<file path="src/rtl/mem_access_unit.sv">
// Load/store initiator for the word-addressed DataMemory port.
// Sub-word stores are done as read-modify-write. Loads return sign- or zero-extended data.
module mem_access_unit (
    input  logic        clock,
    input  logic        reset,
    input  logic        reqValid,
    output logic        reqReady,
    input  logic        reqWrite,
    input  logic [1:0]  reqSize,
    input  logic        reqUnsigned,
    input  logic [9:0]  reqAddr,
    input  logic [31:0] reqWData,
    output logic        respValid,
    output logic [31:0] respRData,
    output logic        respErr,
    output logic [7:0]  memAddress,
    output logic [31:0] memWriteData,
    output logic        memEnRead,
    output logic        memEnWrite,
    input  logic [31:0] memReadData
);

    typedef enum logic [2:0] {IDLE, READ, CAPTURE, WRITE, DONE} state_t;

    state_t      state, next_state;
    logic [9:0]  lat_addr;
    logic [1:0]  lat_size;
    logic        lat_unsigned;
    logic        lat_write;
    logic [31:0] lat_wdata;
    logic [31:0] rd_buf;
    logic        lat_misaligned;
    logic [31:0] lane_data;
    logic [31:0] load_data;
    logic [31:0] merged;

    function automatic logic is_misaligned(input logic [1:0] size, input logic [1:0] offset);
        return (size == 2'd3) || (size == 2'd1 && offset[0]) || (size == 2'd2 && offset != 2'd0);
    endfunction

    // NOTE: sequential state uses non-blocking assignments so every flop samples pre-edge values.
    always_ff @(posedge clock or posedge reset) begin
        if (reset) begin
            state        <= IDLE;
            lat_addr     <= '0;
            lat_size     <= '0;
            lat_unsigned <= 1'b0;
            lat_write    <= 1'b0;
            lat_wdata    <= '0;
            rd_buf       <= '0;
        end else begin
            state <= next_state;
            if (state == IDLE && reqValid) begin
                lat_addr     <= reqAddr;
                lat_size     <= reqSize;
                lat_unsigned <= reqUnsigned;
                lat_write    <= reqWrite;
                lat_wdata    <= reqWData;
            end
            if (state == CAPTURE)
                rd_buf <= memReadData;
        end
    end

    // NOTE: next_state gets a default before the case so no path can infer a latch.
    always_comb begin
        next_state = state;
        unique case (state)
            IDLE: begin
                if (reqValid) begin
                    if (is_misaligned(reqSize, reqAddr[1:0]))
                        next_state = DONE;
                    else if (reqWrite && reqSize == 2'd2)
                        next_state = WRITE;
                    else
                        next_state = READ;
                end
            end
            READ:    next_state = CAPTURE;
            CAPTURE: next_state = lat_write ? WRITE : DONE;
            WRITE:   next_state = DONE;
            DONE:    next_state = IDLE;
            default: next_state = IDLE;
        endcase
    end

    assign lat_misaligned = is_misaligned(lat_size, lat_addr[1:0]);

    // Lane extraction/insertion works on the captured word; everything below is state/latch driven only.
    always_comb begin
        lane_data = rd_buf >> {lat_addr[1:0], 3'b000};
        merged    = rd_buf;
        load_data = rd_buf;
        unique case (lat_size)
            2'd0: begin
                merged[{lat_addr[1:0], 3'b000} +: 8] = lat_wdata[7:0];
                load_data = {{24{~lat_unsigned & lane_data[7]}}, lane_data[7:0]};
            end
            2'd1: begin
                merged[{lat_addr[1], 4'b0000} +: 16] = lat_wdata[15:0];
                load_data = {{16{~lat_unsigned & lane_data[15]}}, lane_data[15:0]};
            end
            default: begin
                merged    = lat_wdata;
                load_data = rd_buf;
            end
        endcase
    end

    assign reqReady     = (state == IDLE) && !reset;
    assign respValid    = (state == DONE);
    assign respErr      = (state == DONE) && lat_misaligned;
    assign respRData    = (state == DONE && !lat_write && !lat_misaligned) ? load_data : 32'h0;
    assign memEnRead    = (state == READ) || (state == CAPTURE);
    assign memEnWrite   = (state == WRITE);
    assign memAddress   = (memEnRead || memEnWrite) ? lat_addr[9:2] : 8'h00;
    assign memWriteData = memEnWrite ? merged : 32'h0;

endmodule

</file>
<file path="config.mk">
export PLATFORM = sky130hd
export DESIGN_NAME = mem_access_unit
export DESIGN_NICKNAME = d
export VERILOG_FILES = /design/src/rtl/mem_access_unit.sv
export SDC_FILE = /design/constraint.sdc
export NUM_CORES = 1
export LEC_CHECK = 0
export ABC_AREA = 1
export ABC_CLOCK_PERIOD_IN_PS = 2870
export BUFFER_PORTS_ARGS = -buffer_cell sky130_fd_sc_hd__buf_4
export CAP_MARGIN = 25
export CELL_PAD_IN_SITES_DETAIL_PLACEMENT = 1
export CELL_PAD_IN_SITES_GLOBAL_PLACEMENT = 1
export CORE_MARGIN = 5
export CORE_UTILIZATION = 37
export DETAILED_ROUTE_END_ITERATION = 7
export GPL_TIMING_DRIVEN = 1
export HOLD_SLACK_MARGIN = 0.12
export PLACE_DENSITY_LB_ADDON = 0.1
export SETUP_SLACK_MARGIN = 0.05
export SYNTH_ARGS = -nofsm -noshare
export SYNTH_HDL_FRONTEND = slang
export SYNTH_SLANG_ARGS = --single-unit
</file>
<file path="constraint.sdc">
create_clock -name clock -period 2.87 [get_ports clock]
set_input_delay 0.1435 -clock clock [delete_from_list [all_inputs] [get_ports clock]]
set_output_delay 0.1435 -clock clock [all_outputs]
set_load 0.1 [all_outputs]
</file>
==> flow_summary.ini <==
[run_status]
status = finished clean

[setup_path]
worst_setup_path_start_kind = flip-flop
regToRegSetupSlack_ns = 0.91
cp.required_ns = 2.73
critPathCapture = memWriteData[13]
reg2reg_from = state[2]
regToRegEndpoint = lat_wdata[0]
critical_path_class = reg -> out
cp.arrival_ns = 2.53
slowest_delay_ns = 0.47
crit_chain = inv_2 > buf_6 > ha_2 > inv_1 > a21oi_1 > nand2_1 > a31oi_2 > buf_4
crit_start = lat_addr[1]
worst_path_max_delay_cell = dfrtp_2
crit_fanout = 38
reg2reg_depth = 7
end_kind = output pin

[pwr]
leakagePower_nw = 3.75
swShare = 0.601
p_comb_frac = 0.641
intPower_mw = 3.99
p_sw_mw = 6.01
clockPowerShare = 0.117
power_density_nw_per_um2 = 1230
peakVddDrop_mv = 0.844
p_seq_frac = 0.243

[global_routing]
grt_max_degree = 82
grtUsageTotal = 0.282
grt_pass1_wl_um = 39700
antenna_found_initial = 0
grt_overflow_total = 0
grt_pass1_vias = 7143

[sta]
postLayoutSetupSlackWorst_ns = 0.200
fmax_ghz = 0.375
maxSlewHeadroom = 0.433
timing_hold_violations_final = 0
finClkSkew_ns = 0.00454
period_share = 0.930
finalSetupViolCount = 0
tns_ns = 0
tightest_slew_ns = 0.848
slew_viol_final = 0
period_minus_slack_ns = 2.67
rsz0062_at_grt = yes

[placed_design]
pre_cts_ws_ns = 0.409
gp_congestion = 0.962
port_buffers = 157
post_dp_cell_area_sq_um = 7000
dpl.hpwl_um = 17700
dp.cells = 1126

[floorplan]
die_height_um = 132
fp.dieW_um = 132
die-area_sq_um = 17400
coreArea_sq_um = 14600
rows = 44
ios = 158
start_util = 0.377

[yosys]
synth_top_family_by_area = simple AND/OR/NAND/NOR gates
netlist_area_sq_um = 5510
synth-seq-cells = 81
yosys_warnings = 0
synth_edf_count = 0
synth_xor_area_frac = 0
synth_nets = 910
syn_area_per_cell_sq_um = 6.68
yosys.cell_types.count = 31
synthFlopType = dfrtp_1
ys_seq_area_frac = 0.368
synth_area_leaders = dfrtp_1 (37%), nand2_1 (14%), o21ai_0 (9.5%), nand3_1 (7.5%), a21oi_1 (6.3%)
synth.area.mux_share = 0
synth-simple-area-share = 0.314
synth_top_area_share = 0.368
yosys.area.top_type = dfrtp_1
synth_compound_area_frac = 0.210
syn_inst = 824
synthAdderAreaFrac = 0.0114
ys_async_sr_fraction = 1.00

[final_layout]
fillers = 1814
final_common_cell = nand2_1
layout_common_cells = nand2_1 (204), buf_4 (166), o21ai_0 (104), nand3_1 (82), dfrtp_1 (80)
diodes = 0
stdcell_count = 1217
layout-drive-gt1-share = 0.263
syn_to_final_growth_pct = 47.0
stdcell_area_sq_um = 8090
layout.nets = 1115
utilization = 0.555

[min_path]
min_path_type = in -> reg

[route]
dr.pass1.iters = 5
final_antenna_net_count = 0
dr.first_iter.drc_count = 457
via_per_inst = 5.51
via_count = 6701
wl_per_cell_um = 20.4
wirelength_um = 24800
route.detailed.drc = 0

[cts]
tritoncts = done
cts_max_level = 3
clk_pin_slew_ns = 0.06
post_cts_buffers = 0
cts_root_buf = clkbuf_16
cts_buffers = 9
clk_latency_ns = 0.35
cts_buffer_depth = 2
cts.sinks = 81

[job]
max_cap_viol_count = 0
-- timing repair --
item / CTS / global route
endpoints found under the setup margin: 8 / 39
hold endpoints to repair: 157 / 0
gates resized for setup: 2 / 10
hold buffers: 76 / 0
-- flip-flops by register name, summed over array words and instances, names as in the netlist --
register      flops
state             3
lat_size          2
lat_unsigned      1
lat_write         1
lat_wdata        32
rd_buf           32
lat_addr         10
-- power by group through the flow --
stage / Combinational, mW / Clock, mW / Sequential [mW]
detailed placement: 6.19 / 0 / 2.40
global placement: 6.02 / 0 / 2.39
global route: 6.92 / 1.23 / 2.48
finish: 6.40 / 1.16 / 2.43
CTS: 6.31 / 1.19 / 2.39
floorplan: 4.78 / 0 / 2.07
-- synthesized netlist by cell type, types with 2 or more instances --
cell type / n
nand3_1: 82
ha_1: 5
clkbuf_1: 19
inv_1: 56
buf_2: 20
buf_6: 5
nand3_2: 3
nor2_1: 88
nand2_1: 206
clkinv_1: 2
inv_2: 6
buf_4: 4
nor3_1: 5
o21ai_1: 2
nand2_2: 4
buf_1: 4
o21ai_0: 104
dfrtp_1: 81
a31oi_1: 14
a21oi_1: 69
nor2_2: 13
o211ai_1: 23
-- per-stage QoR --
step	power, mW	hold WS (ns)
floorplan	6.85	0.264
global placement	8.41	0.295
detailed placement	8.58	0.306
CTS	9.89	0.127
global route	10.6	0.159
finish	9.99	0.146
-- cell type report --
type / count / area [sq um] / share of cell area
multi-input combinational: 626 / 3210 / 0.397
timing repair buffer: 247 / 2090 / 0.258
sequential: 81 / 2030 / 0.251
inverter: 64 / 243 / 0.0300
tap: 184 / 230 / 0.0284
clock buffer: 9 / 225 / 0.0278
clock inverter: 6 / 67.6 / 0.00835
-- worst max-delay path, delay by kind of cell (launching register included) --
kind | cells | cell delay (ns)
and+or+nand+nor | 1 | 0.09
DFF | 1 | 0.47
AOI/OAI and AO/OA | 2 | 0.34
adders and majority gates | 1 | 0.34
buffers and inverters | 4 | 0.90
-- kinds of logic after synthesis --
logic type,after synthesis
simple gates,406
fa+ha+maj,5
buf+inv,117
flops,81
compound gates,215
-- worst min-delay path by stage --
stage / start / endpoint / slack (ns) / cells past startpoint
floorplan: memReadData[0] / rd_buf[0] / 0.26 / 2
global placement: reset / lat_wdata[11] / 0.30 / 3
detailed placement: reset / lat_wdata[11] / 0.31 / 3
CTS: reqSize[1] / lat_size[1] / 0.13 / 3
global route: reqSize[1] / lat_size[1] / 0.16 / 3
finish: reqSize[1] / lat_size[1] / 0.15 / 3
-- metal layers --
layer / global-route usage / wire (um) / part of all wire
met3: 0.0515 / 1370 / 0.055
met4: 0.0989 / 739 / 0.030
met2: 0.481 / 12300 / 0.50
met5: 0 / 0 / 0
met1: 0.359 / 10400 / 0.42
No activity file was read; power rests on OpenSTA's default activity.
